`src/rtl/wb_sdram_port_arbiter.sv`:
```
// rtl/wb_sdram_port_arbiter.sv - round-robin Wishbone B4 arbiter with bus watchdog for the SDRAM slave port
module wb_sdram_port_arbiter #(
  parameter int NM      = 3,
  parameter int AW      = 32,
  parameter int DW      = 32,
  parameter int TIMEOUT = 1023,
  parameter int TW      = 10
) (
  input  logic               wb_clk_o,
  input  logic               async_rst,
  input  logic [NM-1:0]      m_cyc_i,
  input  logic [NM-1:0]      m_stb_i,
  input  logic [NM-1:0]      m_we_i,
  input  logic [NM*AW-1:0]   m_adr_i,
  input  logic [NM*DW-1:0]   m_dat_i,
  input  logic [NM*DW/8-1:0] m_sel_i,
  input  logic [NM*3-1:0]    m_cti_i,
  input  logic [NM*2-1:0]    m_bte_i,
  output logic [DW-1:0]      m_dat_o,
  output logic [NM-1:0]      m_ack_o,
  output logic [NM-1:0]      m_err_o,
  output logic               s_cyc_o,
  output logic               s_stb_o,
  output logic               s_we_o,
  output logic [AW-1:0]      s_adr_o,
  output logic [DW-1:0]      s_dat_o,
  output logic [DW/8-1:0]    s_sel_o,
  output logic [2:0]         s_cti_o,
  output logic [1:0]         s_bte_o,
  input  logic [DW-1:0]      s_dat_i,
  input  logic               s_ack_i,
  input  logic               s_err_i,
  output logic [NM-1:0]      grant_o,
  output logic               timeout_o
);

  localparam int LW = (NM > 1) ? $clog2(NM) : 1;
  localparam int SW = DW / 8;

  localparam logic [1:0] S_IDLE  = 2'd0;
  localparam logic [1:0] S_OWN   = 2'd1;
  localparam logic [1:0] S_ABORT = 2'd2;

  logic [1:0]    r_state;
  logic [NM-1:0] r_grant;
  logic [LW-1:0] r_last;
  logic [TW-1:0] r_cnt;

  logic [LW:0]   w_sum;
  logic [LW-1:0] w_next;
  logic          w_own;
  logic          w_cyc_g;
  logic          w_stb_g;
  logic          w_expire;

  // Scan downward so the lowest offset from last+1 is the one that sticks.
  always_comb begin
    w_next = r_last;
    w_sum  = '0;
    for (int i = NM; i >= 1; i--) begin
      w_sum = {1'b0, r_last} + (LW+1)'(i);
      if (w_sum >= (LW+1)'(NM)) w_sum = w_sum - (LW+1)'(NM);
      if (m_cyc_i[w_sum[LW-1:0]]) w_next = w_sum[LW-1:0];
    end
  end

  assign w_own    = (r_state == S_OWN);
  assign w_cyc_g  = m_cyc_i[r_last];
  assign w_stb_g  = m_stb_i[r_last];
  assign w_expire = w_own && w_stb_g && (r_cnt == TW'(TIMEOUT - 1));

  assign grant_o   = r_grant;
  assign timeout_o = w_expire;

  always_comb begin
    s_cyc_o = 1'b0;
    s_stb_o = 1'b0;
    s_we_o  = 1'b0;
    s_adr_o = '0;
    s_dat_o = '0;
    s_sel_o = '0;
    s_cti_o = '0;
    s_bte_o = '0;
    m_dat_o = '0;
    m_ack_o = '0;
    m_err_o = '0;
    if (w_own) begin
      s_cyc_o = w_cyc_g;
      s_stb_o = w_stb_g;
      s_we_o  = m_we_i[r_last];
      s_adr_o = m_adr_i[r_last*AW +: AW];
      s_dat_o = m_dat_i[r_last*DW +: DW];
      s_sel_o = m_sel_i[r_last*SW +: SW];
      s_cti_o = m_cti_i[r_last*3 +: 3];
      s_bte_o = m_bte_i[r_last*2 +: 2];
      m_dat_o = s_dat_i;
      // A late ack in the expiry cycle is dropped; the master sees only the error.
      m_ack_o[r_last] = s_ack_i && !w_expire;
      m_err_o[r_last] = s_err_i || w_expire;
    end
  end

  always_ff @(posedge wb_clk_o or posedge async_rst) begin
    if (async_rst) begin
      r_state <= S_IDLE;
      r_grant <= '0;
      r_last  <= LW'(NM - 1);
      r_cnt   <= '0;
    end else begin
      case (r_state)
        S_IDLE: begin
          if (|m_cyc_i) begin
            r_state <= S_OWN;
            r_last  <= w_next;
            r_grant <= NM'(1) << w_next;
          end
        end
        S_OWN: begin
          if (w_expire) begin
            r_state <= S_ABORT;
          end else if (!w_cyc_g) begin
            r_state <= S_IDLE;
            r_grant <= '0;
          end
        end
        S_ABORT: begin
          if (!w_cyc_g) begin
            r_state <= S_IDLE;
            r_grant <= '0;
          end
        end
        default: begin
          r_state <= S_IDLE;
          r_grant <= '0;
        end
      endcase

      if (!w_own || !w_stb_g || s_ack_i || s_err_i || w_expire) r_cnt <= '0;
      else r_cnt <= r_cnt + TW'(1);
    end
  end

endmodule

```
`config.mk`:
```
export PLATFORM = sky130hd
export DESIGN_NAME = wb_sdram_port_arbiter
export DESIGN_NICKNAME = d
export VERILOG_FILES = /design/src/rtl/wb_sdram_port_arbiter.sv
export SDC_FILE = /design/constraint.sdc
export NUM_CORES = 1
export LEC_CHECK = 0
export BUFFER_PORTS_ARGS = -buffer_cell sky130_fd_sc_hd__clkbuf_2
export CAP_MARGIN = 30
export CORE_AREA = 2 2 147 149
export CTS_BUF_LIST = sky130_fd_sc_hd__clkbuf_2 sky130_fd_sc_hd__clkbuf_4 sky130_fd_sc_hd__clkbuf_8
export DETAILED_ROUTE_END_ITERATION = 10
export DIE_AREA = 0 0 149 151
export HOLD_SLACK_MARGIN = 0.05
export MAX_ROUTING_LAYER = met4
export PLACE_DENSITY = 0.54
export SLEW_MARGIN = 20
export SYNTH_ARGS = -nofsm -noshare
export SYNTH_HDL_FRONTEND = slang
export SYNTH_SLANG_ARGS = --single-unit
export TNS_END_PERCENT = 20
```
`constraint.sdc`:
```
create_clock -name wb_clk_o -period 3.5 [get_ports wb_clk_o]
set_input_delay 0.35 -clock wb_clk_o [delete_from_list [all_inputs] [get_ports wb_clk_o]]
set_output_delay 0.35 -clock wb_clk_o [all_outputs]
set_load 0.02 [all_outputs]
```
# After elaboration in Yosys (flattened, before gate mapping)
# Index checks and enable logic that the tools add are counted.
[op_classes] shifts=6 bitwise_logic=2 multipliers=1 order_cmp=8 n_mux=40 addsub=7 reduce_logical=16 n_eq_ne=5
[ops] operator="$shiftx 96x8->32" count=2
[ops] operator="$mux 32" count=3
[ops] operator="$mux 2" count=10
[ops] operator="$mux 3" count=6
[ops] operator="$bmux 1 s2" count=6
[ops] operator="$lt 2x3->1 const B" count=4
[ops] operator="$shiftx 12x5->4" count=1
[ops] operator="$add 10x1->10 const B" count=1
[ops] operator="$eq 10x10->1 const B" count=1
[ops] operator="$mux 1" count=10
[ops] operator="$mux 10" count=1
[ops] operator="$ge 3x2->1 const B" count=3
[ops] operator="$pmux 3 s3" count=1
[ops] operator="$shiftx 9x5->3" count=1
[ops] operator="$add 2x2->3 const B" count=2
[ops] operator="$and 3x3->3" count=2
[ops] operator="$pmux 2 s3" count=1
[ops] operator="$shiftx 6x4->2" count=1
[ops] operator="$sub 2x2->2 const B" count=3
[ops] operator="$logic_or 1x1->1" count=5
[ops] operator="$logic_and 1x1->1" count=4
[ops] operator="$mul 2x2->4 const B" count=1
[ops] operator="$mux 4" count=1
[ops] operator="$ne 2x2->1 const B" count=2
[ops] operator="10 further kinds" count=13
[totals] inputBits=264 regBits=17 word_cells=89

# Depth between registers and ports, before layout
# Gate-level depths: netlist of the first run.
[logic_depth] ltp_word=11 mapped_depth=11 ltp_nobuf=8

# Least setup slack after synthesis of the first run
# Ideal clock, no wire load.
[synth_path] kind="flip-flop to flip-flop" startpoint="reg r_last[1]" endpoint="reg r_grant[0], in the netlist grant_o[0]" setup_slack_ns=0.917 arrival_time_ns=2.451 setup_time_ns=0.132 path_stages_with_launch=12 n_path_buf=4 path_cell_list="dfstp_2 buf_6 buf_4 buf_2 inv_1 ha_1 clkbuf_1 a21bo_2 a211oi_1 o21bai_1 o21ai_0 o211ai_2"
[synth_via] elab_chain_cells=11
[synth_lines] element="from (decl)" line="46" rtl="logic [LW-1:0] r_last;"
[synth_lines] element="from (signal assigned)" line="107" rtl="r_last <= LW'(NM - 1);"
[synth_lines] element="from (signal assigned)" line="114" rtl="r_last <= w_next;"
[synth_lines] element="$add 2x2->3" line="61" rtl="w_sum = {1'b0, r_last} + (LW+1)'(i);"
[synth_lines] element="$ge 3x2->1 / $sub 2x2->2 (equally long branches)" line="62" rtl="if (w_sum >= (LW+1)'(NM)) w_sum = w_sum - (LW+1)'(NM);"
[synth_lines] element="$mux 2" line="62"
[synth_lines] element="$bmux 1 s2" line="63" rtl="if (m_cyc_i[w_sum[LW-1:0]]) w_next = w_sum[LW-1:0];"
[synth_lines] element="$mux 1 (not written as such)" line="63"
[synth_lines] element="$mux 2 (3 in series)" line="63"
[synth_lines] element="$shl 1x2->3" line="115" rtl="r_grant <= NM'(1) << w_next;"
[synth_lines] element="$mux 3" line="112" rtl="if (|m_cyc_i) begin"
[synth_lines] element="$pmux 3 s3" line="110" rtl="case (r_state)"
[synth_lines] element="to (signal assigned)" line="115"
[synth_lines] element="to (decl)" line="45" rtl="logic [NM-1:0] r_grant;"
# Parallel ways exist; a longest one is shown, timed or not. The select of a mux whose other input is x is not followed.
# A chain may end at the register's enable or synchronous reset.

# Worst setup path in the final report of the first run
[layout_path] startpoint="reg r_last[1]" endpoint="out s_we_o"
[layout_via] elab_chain_cells=3
[layout_lines] element="$bmux 1 s2" line="90" rtl="s_we_o = m_we_i[r_last];"
[layout_lines] element="$mux 1 (not written as such)" line="90"
[layout_lines] element="$mux 1" line="87" rtl="if (w_own) begin"
[layout_lines] element="to (decl)" line="24" rtl="output logic s_we_o,"
# No other way between the ends. The select of a mux whose other input is x is not followed.

==> summary by stage, run 1 <==
Status
The run finished with clean final reports.

Worst setup path
The dominant delay contributor by cell family on the critical path is flip-flops. The largest single stage delay on the critical path is 0.79 ns. The buffer and inverter count on the worst path is 3. The largest fanout of any net on the critical path is 72. The required time of the critical path is 3.15 ns.

The slowest stage of the critical path is the dfstp_4 cell. The critical path start-end classification is reg -> out. The signal arrival time at the worst endpoint is 2.37 ns.

The type of origin of the critical path is a register. The cell that appears most often on the critical path is buf_12. The category of the worst setup path capture point is an output pin. The signal on the critical path passes through buf_12 -> nor2b_4 -> buf_12 -> nand2_1 -> o21ai_0 -> and2_1 -> clkbuf_2.

Detailed routing
The count of nets left with antenna violations once routing finished came out at 0. For this block, the routed nets add up to 17.0 mm of wire. The mean routed wirelength per cell is 15.0 µm. After detailed routing, the number of remaining DRC violations is 0.

The routed layout has 4,703 vias. The initial DRC count is 179. The number of detailed-route iterations in the first pass is 4. In the routed layout, each cell is associated on average with a via count of 4.15.

GRT
The global route total overflow is 0. The wire length of the first global-routing pass is 23.6 mm. In the global route stage, overall resource usage came out at 13.6%. The peak-usage layer in the global routing report is met2.

The initial antenna violation count is 0. The number of global-route vias before repair is 4,244. For met2 alone, demand over resource in global routing was 23.1%. The met1 capacity usage during global routing is 17.7%.

Entering global routing, the biggest net connects 73 pins. For this run, global-route usage on met3 was measured as 2.02%.

Timing
Of the available clock period, the critical path in the final layout requires 77.7%. The worst clock skew on the final layout is 0.00865 ns. Subtracting the final worst setup slack from the clock period gives 2.72 ns.

Setup total negative slack on the finished layout was measured at 0 ns. The count of endpoints failing hold in the final timing report was 0. The final setup violation count is 0. Setup repair after global routing left no endpoint under its margin. In this run the tightest slew margin relative to its limit is 54.8%. Timing would allow up to 0.368 GHz. The count of final max-slew check failures is 0.

At the pin with the least slew margin, the transition time is 0.677 ns.

Power and ir drop
In this run the power density over the cells is 675 nW/µm². The overall power of the completed layout is 3820 µW. The leakage power figure is 0.00297 µW.

The highest ir drop seen on vdd is 425 µV.

CTS
In this run the clock root is driven by a clkbuf_8. The clock passes through at most 2 buffers. The post-CTS repair timing setup buffer count is 0. The number of clock buffers added by TritonCTS is 3. The post-cts hold buffer count is 0.

TritonCTS built the clock tree. The clock latency on the worst-skew pair is 0.26 ns. Clock-pin slew was measured on the worst setup and hold paths at 0.08 ns. In this run, post-CTS repair resized a total of 0 instances. CTS built an H-tree with a depth of 1.

CTS saw 17 sinks.

Floorplanning
The die area is 22,500 µm². In this run the horizontal extent of the chip is 149 µm. The initial core utilization is 16.5%. The height of the die is 151 µm.

The region available for standard cell placement spans 20,800 µm². The count of pins on the block boundary is 382. The floorplan has 53 rows.

Finish
The final cell utilization of the core is 27.2%. The share of final-layout standard cells stronger than drive strength 1 is 47.1%. The repair_antennas step left the layout with diodes totalling 0. The number of fill cells in the layout is 2,332. Relative to the synthesized area, the layout overhead comes to 64.8%. For this run, the post-layout net count is 1,133.

Synth
Counting distinct cell types in the post-synthesis netlist gives 44. Of the total synthesized cell area, the portion taken by XOR and XNOR cells is 1.79%. Counting flops and latches in the post-synthesis netlist gives 17. The largest family of logic cells by synthesized area is simple AND/OR/NAND/NOR gates. The cell count after synthesis came out at 506. The synthesized cell area is 3430 µm². Of the post-synthesis cell area, the part taken by muxes is 22.2%. The synthesized netlist devotes 3.28% of its cell area to adder and majority cells.

Of the total synthesized cell area, the portion taken by AND, OR, NAND and NOR gates is 36.4%. The fraction of the mapped netlist area in compound gates is 18.0%. The flip-flop cell with the highest count after synthesis is dfrtp_1. Sequential elements use 12.4% of the synthesized area. Synthesis produced a netlist with a net count of 779.

The proportion of register bits with asynchronous set or reset after synthesis is 100%. In this run the mean area of a mapped cell was 6.79 µm². Yosys printed 0 warnings. The number of flops mapped to enable cells by yosys is 0.

Flow run
The number of max-cap violations is 0.

Placement
The placed wire-length estimate is 14.0 mm. The global placer's final weighted congestion is 0.808. The quantity of I/O buffers inserted on ports is 381.

Worst hold path
The path category of the worst min-delay check is in -> async.
[stage by stage]
stage	instances	area, µm²	hold WS [ns]	setup slack, ns
floorplan	506	3430	0.275	0.917
global placement	1130	5610	0.467	1.04
detailed placement	1130	5610	0.472	1.04
CTS	1134	5660	0.183	0.766
global route	1134	5660	0.224	0.684
finish	1134	5660	0.158	0.781
[cell usage after synthesis, types with 3 or more instances]
cell | instances | area (µm²)
a21oi_1 | 5 | 25.0
and2_1 | 111 | 694
buf_1 | 8 | 30.0
buf_2 | 12 | 60.1
clkbuf_1 | 16 | 60.1
dfrtp_1 | 16 | 400
ha_1 | 9 | 113
inv_1 | 7 | 26.3
mux2i_1 | 76 | 761
nand2_1 | 92 | 345
nand2b_1 | 3 | 18.8
nand3_1 | 6 | 30.0
nor2_1 | 17 | 63.8
o211ai_2 | 3 | 37.5
o21ai_0 | 83 | 415
xnor2_1 | 4 | 35.0
xor2_1 | 3 | 26.3
[final cells by class]
cell class	count	area, µm²	area share, %
clock inverters	1	5.00	0.0885
clock buffers	3	41.3	0.730
multi-input cells	442	2820	49.9
flip-flops and latches	17	432	7.63
inverters	8	30.0	0.531
repair buffers	388	1980	35.1
well taps	275	344	6.08
[metal layers]
metal,wire length (µm),share of wire (%),up-vias
li1,-,-,2405
met1,7190,42,2111
met2,8490,50,179
met3,1230,7.2,8
met4,103,0.61,0
met5,0,0,-
[path summary, 6_finish.rpt]
kind / start / end / slack, ns / depth (start not counted)
setup reg to reg: r_last[1] / grant_o[0] / 1.05 / 7
hold reg to reg: r_cnt[0] / r_cnt[0] / 0.51 / 1
min in group wb_clk_o: r_cnt[0] / r_cnt[0] / 0.51 / 1
max in group asynchronous: async_rst / r_last[0] / 2.86 / 2
setup / recovery: r_last[1] / s_we_o / 0.78 / 7
hold / removal: async_rst / r_cnt[9] / 0.16 / 2
[cell usage in the layout (no fill, tap or decap), types with 3 or more instances in the layout]
master and count:
o211ai_2 3, dfrtp_1 15, buf_4 5, ha_1 8, inv_1 7, and2_1 111, clkbuf_8 3, nand3_1 6
nand2_1 92, o21ai_0 83, nand2b_1 3, xnor2_1 4, nor2_1 17, xor2_1 3, a21oi_1 5, mux2i_1 76
clkbuf_2 381
[where the power goes]
part	total [µW]	internal [µW]	switching [µW]
clock	153	79.2	74.0
combinational	3370	1260	2110
sequential	295	232	62.0
total	3820	1570	2240
[cell families (layout without fill, tap and decap cells)]
group | after synthesis | after routing
AOI/OAI and AO/OA | 108 | 108
DFF | 17 | 17
muxes | 76 | 76
buffers and inverters | 47 | 400
and+or+nand+nor | 242 | 242
xor gates and xnor gates | 7 | 7
adders and majority gates | 9 | 9
[sequential cells by signal, summed over array words and instances, names as in the netlist]
| register | flops |
|---|---|
| r_last | 2 |
| r_state | 2 |
| r_cnt | 10 |
| grant_o | 3 |
No activity file was read; power rests on OpenSTA's default activity.
==> run 2: changes to the inputs <==
ABC_AREA = 1   (was unset)
clock period = 2.73 ns   (was 3.5 ns; I/O delays follow)
==> run 2 against run 1 <==
Routed wire length grew 8.7%. Synthesized area shrank 0.29%. Critical path type unchanged. Clock power grew 26%. Clock skew shrank 0.0065 ns. Clock-buffer cell count is the same.
==> summary by stage, run 2 <==
Synth
Counting instances in the post-synthesis netlist gives the leading cell types as nand2_1 (161), nor2_1 (156), a21oi_1 (76), o21ai_0 (67), inv_1 (52). Yosys mapped a number of flops with a built-in enable equal to 0. The number of instances in the synthesized netlist is 662.

The mapped netlist covers 3420 µm². The count of warnings emitted by yosys is 0. The number of different library cells in the post-synthesis netlist is 34. For this run, the register share of the synthesized area comes to 12.5%. After synthesis, the share of flip-flops with an asynchronous set or reset is 100%. By area the synthesized netlist is led by nand2_1 (18%), nor2_1 (17%), dfrtp_1 (12%), a21oi_1 (11%), o21ai_0 (9.8%). Among all flip-flop cells after synthesis, the most frequent one is dfrtp_1. The number of register bits inferred by synthesis is 17. When the netlist entered floorplanning its net count stood at 935.

The share of the synthesized area in the top cell type is 17.7%. In the post-synthesis netlist, the cell with the most instances is nand2_1. The largest area contributor in the netlist is nand2_1. After synthesis, the mean cell area works out to 5.17 µm².

Worst setup path
In this run the register-to-register setup slack is 0.77 ns. The endpoint of the worst-slack reg-to-reg timing path is grant_o[1]. Walking the worst path, the cells encountered are inv_6 -> buf_4 -> o21ai_0 -> a21oi_1 -> clkbuf_2. The critical register-to-register path startpoint is r_last[1]. The cell with the largest stage delay on the worst path is buf_4. The worst setup path is launched from a register. Along the worst path, the maximum fanout reaches 72. For the worst setup path, the data arrival time is 2.14 ns. The buffer and inverter count on the worst path is 3. The category of the worst setup path capture point is an output pin. In this design, the largest share of critical-path delay is due to buffers and inverters.

The number of gates on the worst path with buffers counted is 5. The required time of the critical path is 2.46 ns. The stage delay of the slowest cell on the critical path is 0.54 ns. By startpoint and endpoint, the worst setup path is classified as reg -> out.

The cell count of the worst reg-to-reg path is 12.

Timing
The post-route clock period utilization is 88.3%. The post-layout minimum cycle time is 2.41 ns. The relative slew slack is 52.7%. The final setup violation count is 0. The worst path meets setup with 0.319 ns of slack. The setup total negative slack is 0 ns. The count of endpoints failing hold in the final timing report is 0. For the pin with the worst max-slew slack, the measured transition is 0.709 ns.

The worst clock skew on the final layout is 0.00210 ns. The minimum hold slack is 0.0977 ns. Setup repair after global routing left no endpoint under its margin. For this run, the top clock speed supported by timing is 0.415 GHz. The count of final max-slew check failures came to 0.

Finish
The library cell used most frequently in the layout, excluding fill and tap cells, is clkbuf_2. The top cell types in the final layout, fill and taps aside, are clkbuf_2 (381), nand2_1 (161), nor2_1 (156), a21oi_1 (76), o21ai_0 (67). The register with the most flip-flops in the layout has 10 of them.

The number of inserted diodes is 0. The number of fill cells in the layout is 2,423. The growth of design area from synthesis to finish is 63.6%. The finished layout holds 1,284 standard cells, fillers aside. The final layout net count is 1,283. The share of final-layout standard cells stronger than drive strength 1 is 42.5%. Counting flops per register, the top entry is r_cnt.

GRT
After global routing the overflow that remains totals 0. Entering global routing, the biggest net connects 79 pins. The first global-routing pass estimated 26.7 mm of wire. The number of global-route vias before repair is 4,907.

Global routing consumed, over all layers together, 15.2% of the routing resources. The initial antenna violation count is 0.

CTS
The clock edge transition at the registers on the reported setup and hold paths is 0.07 ns. The clock net in this run drives a total of 17 sinks. The post-cts hold buffer count is 0.

The worst-case clock buffer depth is 2. Counting the buffers created by CTS gives 3. CTS built an H-tree with a depth of 1.

At the later pin of the worst-skew pair, clock insertion delay measures 0.25 ns. The root buffer cell chosen for the clock tree is clkbuf_8. The post-cts resize count is 0. The CTS tree is yes. The post-CTS repair timing setup buffer count is 0.

Power and ir drop
For this design the ratio of total power to cell area is 1010 nW/µm². The highest ir drop seen on vdd is 404 µV. The design draws 5640 µW. The leakage power figure is 0.00319 µW.

Detailed routing
The remaining routing DRC violations is 0. The number of detailed-route iterations in the first pass is 5. The count of nets left with antenna violations once routing finished came out at 0.

After detailed routing, the average wire length per cell comes to 14.4 µm. The final layout contains routed wiring with a total length of 18.5 mm. The routed layout has 5,385 vias. The initial DRC count is 294. The detailed-route vias per instance is 4.19.

Floorplanning
During I/O placement, the number of pins put on the boundary was 382. The initial core utilization is 16.4%. The die is 151 µm tall. The number of cell rows is 53.

In this run the horizontal extent of the chip is 149 µm. The floorplan step defined a die boundary enclosing 22,500 µm². The core region is 20,800 µm².

Placement
At the end of routability-driven placement, the weighted congestion stood at 0.915. The worst setup slack after placement is 0.578 ns. Once detailed placement completed, the half-perimeter wirelength came to 14.9 mm.

The placed instance count is 1,280. Buffers placed on the I/O ports in this run total 381.

Status
The run finished with clean final reports.

Worst hold path
The path category of the worst min-delay check is in -> async.

Flow run
Across the run, the number of max-cap violations was 0.
-- run 2: cell count changes in the layout (fill, tap and decap cells not counted), moves of 13 or more --
cell     change
nor2_1     +139
and2_1     -111
mux2i_1     -76
a21oi_1     +71
nand2_1     +69
inv_1       +45
o21ai_0     -16
nor3_2      +13
-- run 2: report_power, final --
part / total [µW] / switching (µW) / leakage, µW / internal [µW]
logic: 5100 / 3530 / 0.00294 / 1580
registers: 346 / 50.5 / 0.000226 / 296
clock network: 193 / 92.1 / 0.0000255 / 101
total: 5640 / 3670 / 0.00319 / 1970
-- run 2: routing by layer --
| layer | global-route usage, % | routed length [µm] |
|---|---|---|
| met1 | 19.4 | 8030 |
| met3 | 2.14 | 1260 |
| met5 | - | 0 |
| met4 | 4.76 | 585 |
| met2 | 25.0 | 8620 |
-- run 2: logic make-up after synthesis --
family / Yosys count / synth area share (%)
flip-flops: 17 / 12.5
adder cells (fa/ha/maj): 9 / 3.29
buffers and inverters: 107 / 13.9
AND/OR/NAND/NOR: 361 / 44.6
AO/OA/AOI/OAI: 163 / 24.6
XOR/XNOR: 5 / 1.28
-- run 2: how the worst max path moves through the flow --
stage | endpoint | startpoint
floorplan | grant_o[0] | r_last[0]
global placement | s_dat_o[21] | r_last[0]
detailed placement | s_adr_o[29] | r_last[0]
CTS | s_adr_o[29] | r_last[0]
global route | s_dat_o[14] | r_last[0]
finish | s_dat_o[21] | r_last[0]
-- run 2: layout make-up --
| type | instances | area (µm²) | area share [%] |
|---|---|---|---|
| Clock buffer | 3 | 41.3 | 0.737 |
| Timing Repair Buffer | 390 | 2020 | 36.1 |
| Clock inverter | 1 | 5.00 | 0.0894 |
| Multi-Input combinational cell | 538 | 2520 | 45.0 |
| Inverter | 60 | 235 | 4.20 |
| Sequential cell | 17 | 428 | 7.64 |
| Tap cell | 275 | 344 | 6.14 |
-- run 2: stage by stage --
stage          area [µm²]  util (%)
2_1_floorplan        3420         -
3_3_place_gp         5550      26.7
3_5_place_dp         5550      26.7
4_1_cts              5600      26.9
5_1_grt              5600      26.9
6_report             5600      26.9
-- run 2: worst register-to-register path, stage by stage, from the launching register on --
cell and delay (ns):
dfstp_2 0.58, buf_12 0.29, ha_1 0.27, inv_1 0.09
nand2_1 0.06, nand3_1 0.08, nand2_1 0.09, nand2_1 0.06
nand2_2 0.10, nand2_1 0.05, nor2_1 0.08, nand3_1 0.07
nand2_1 0.08
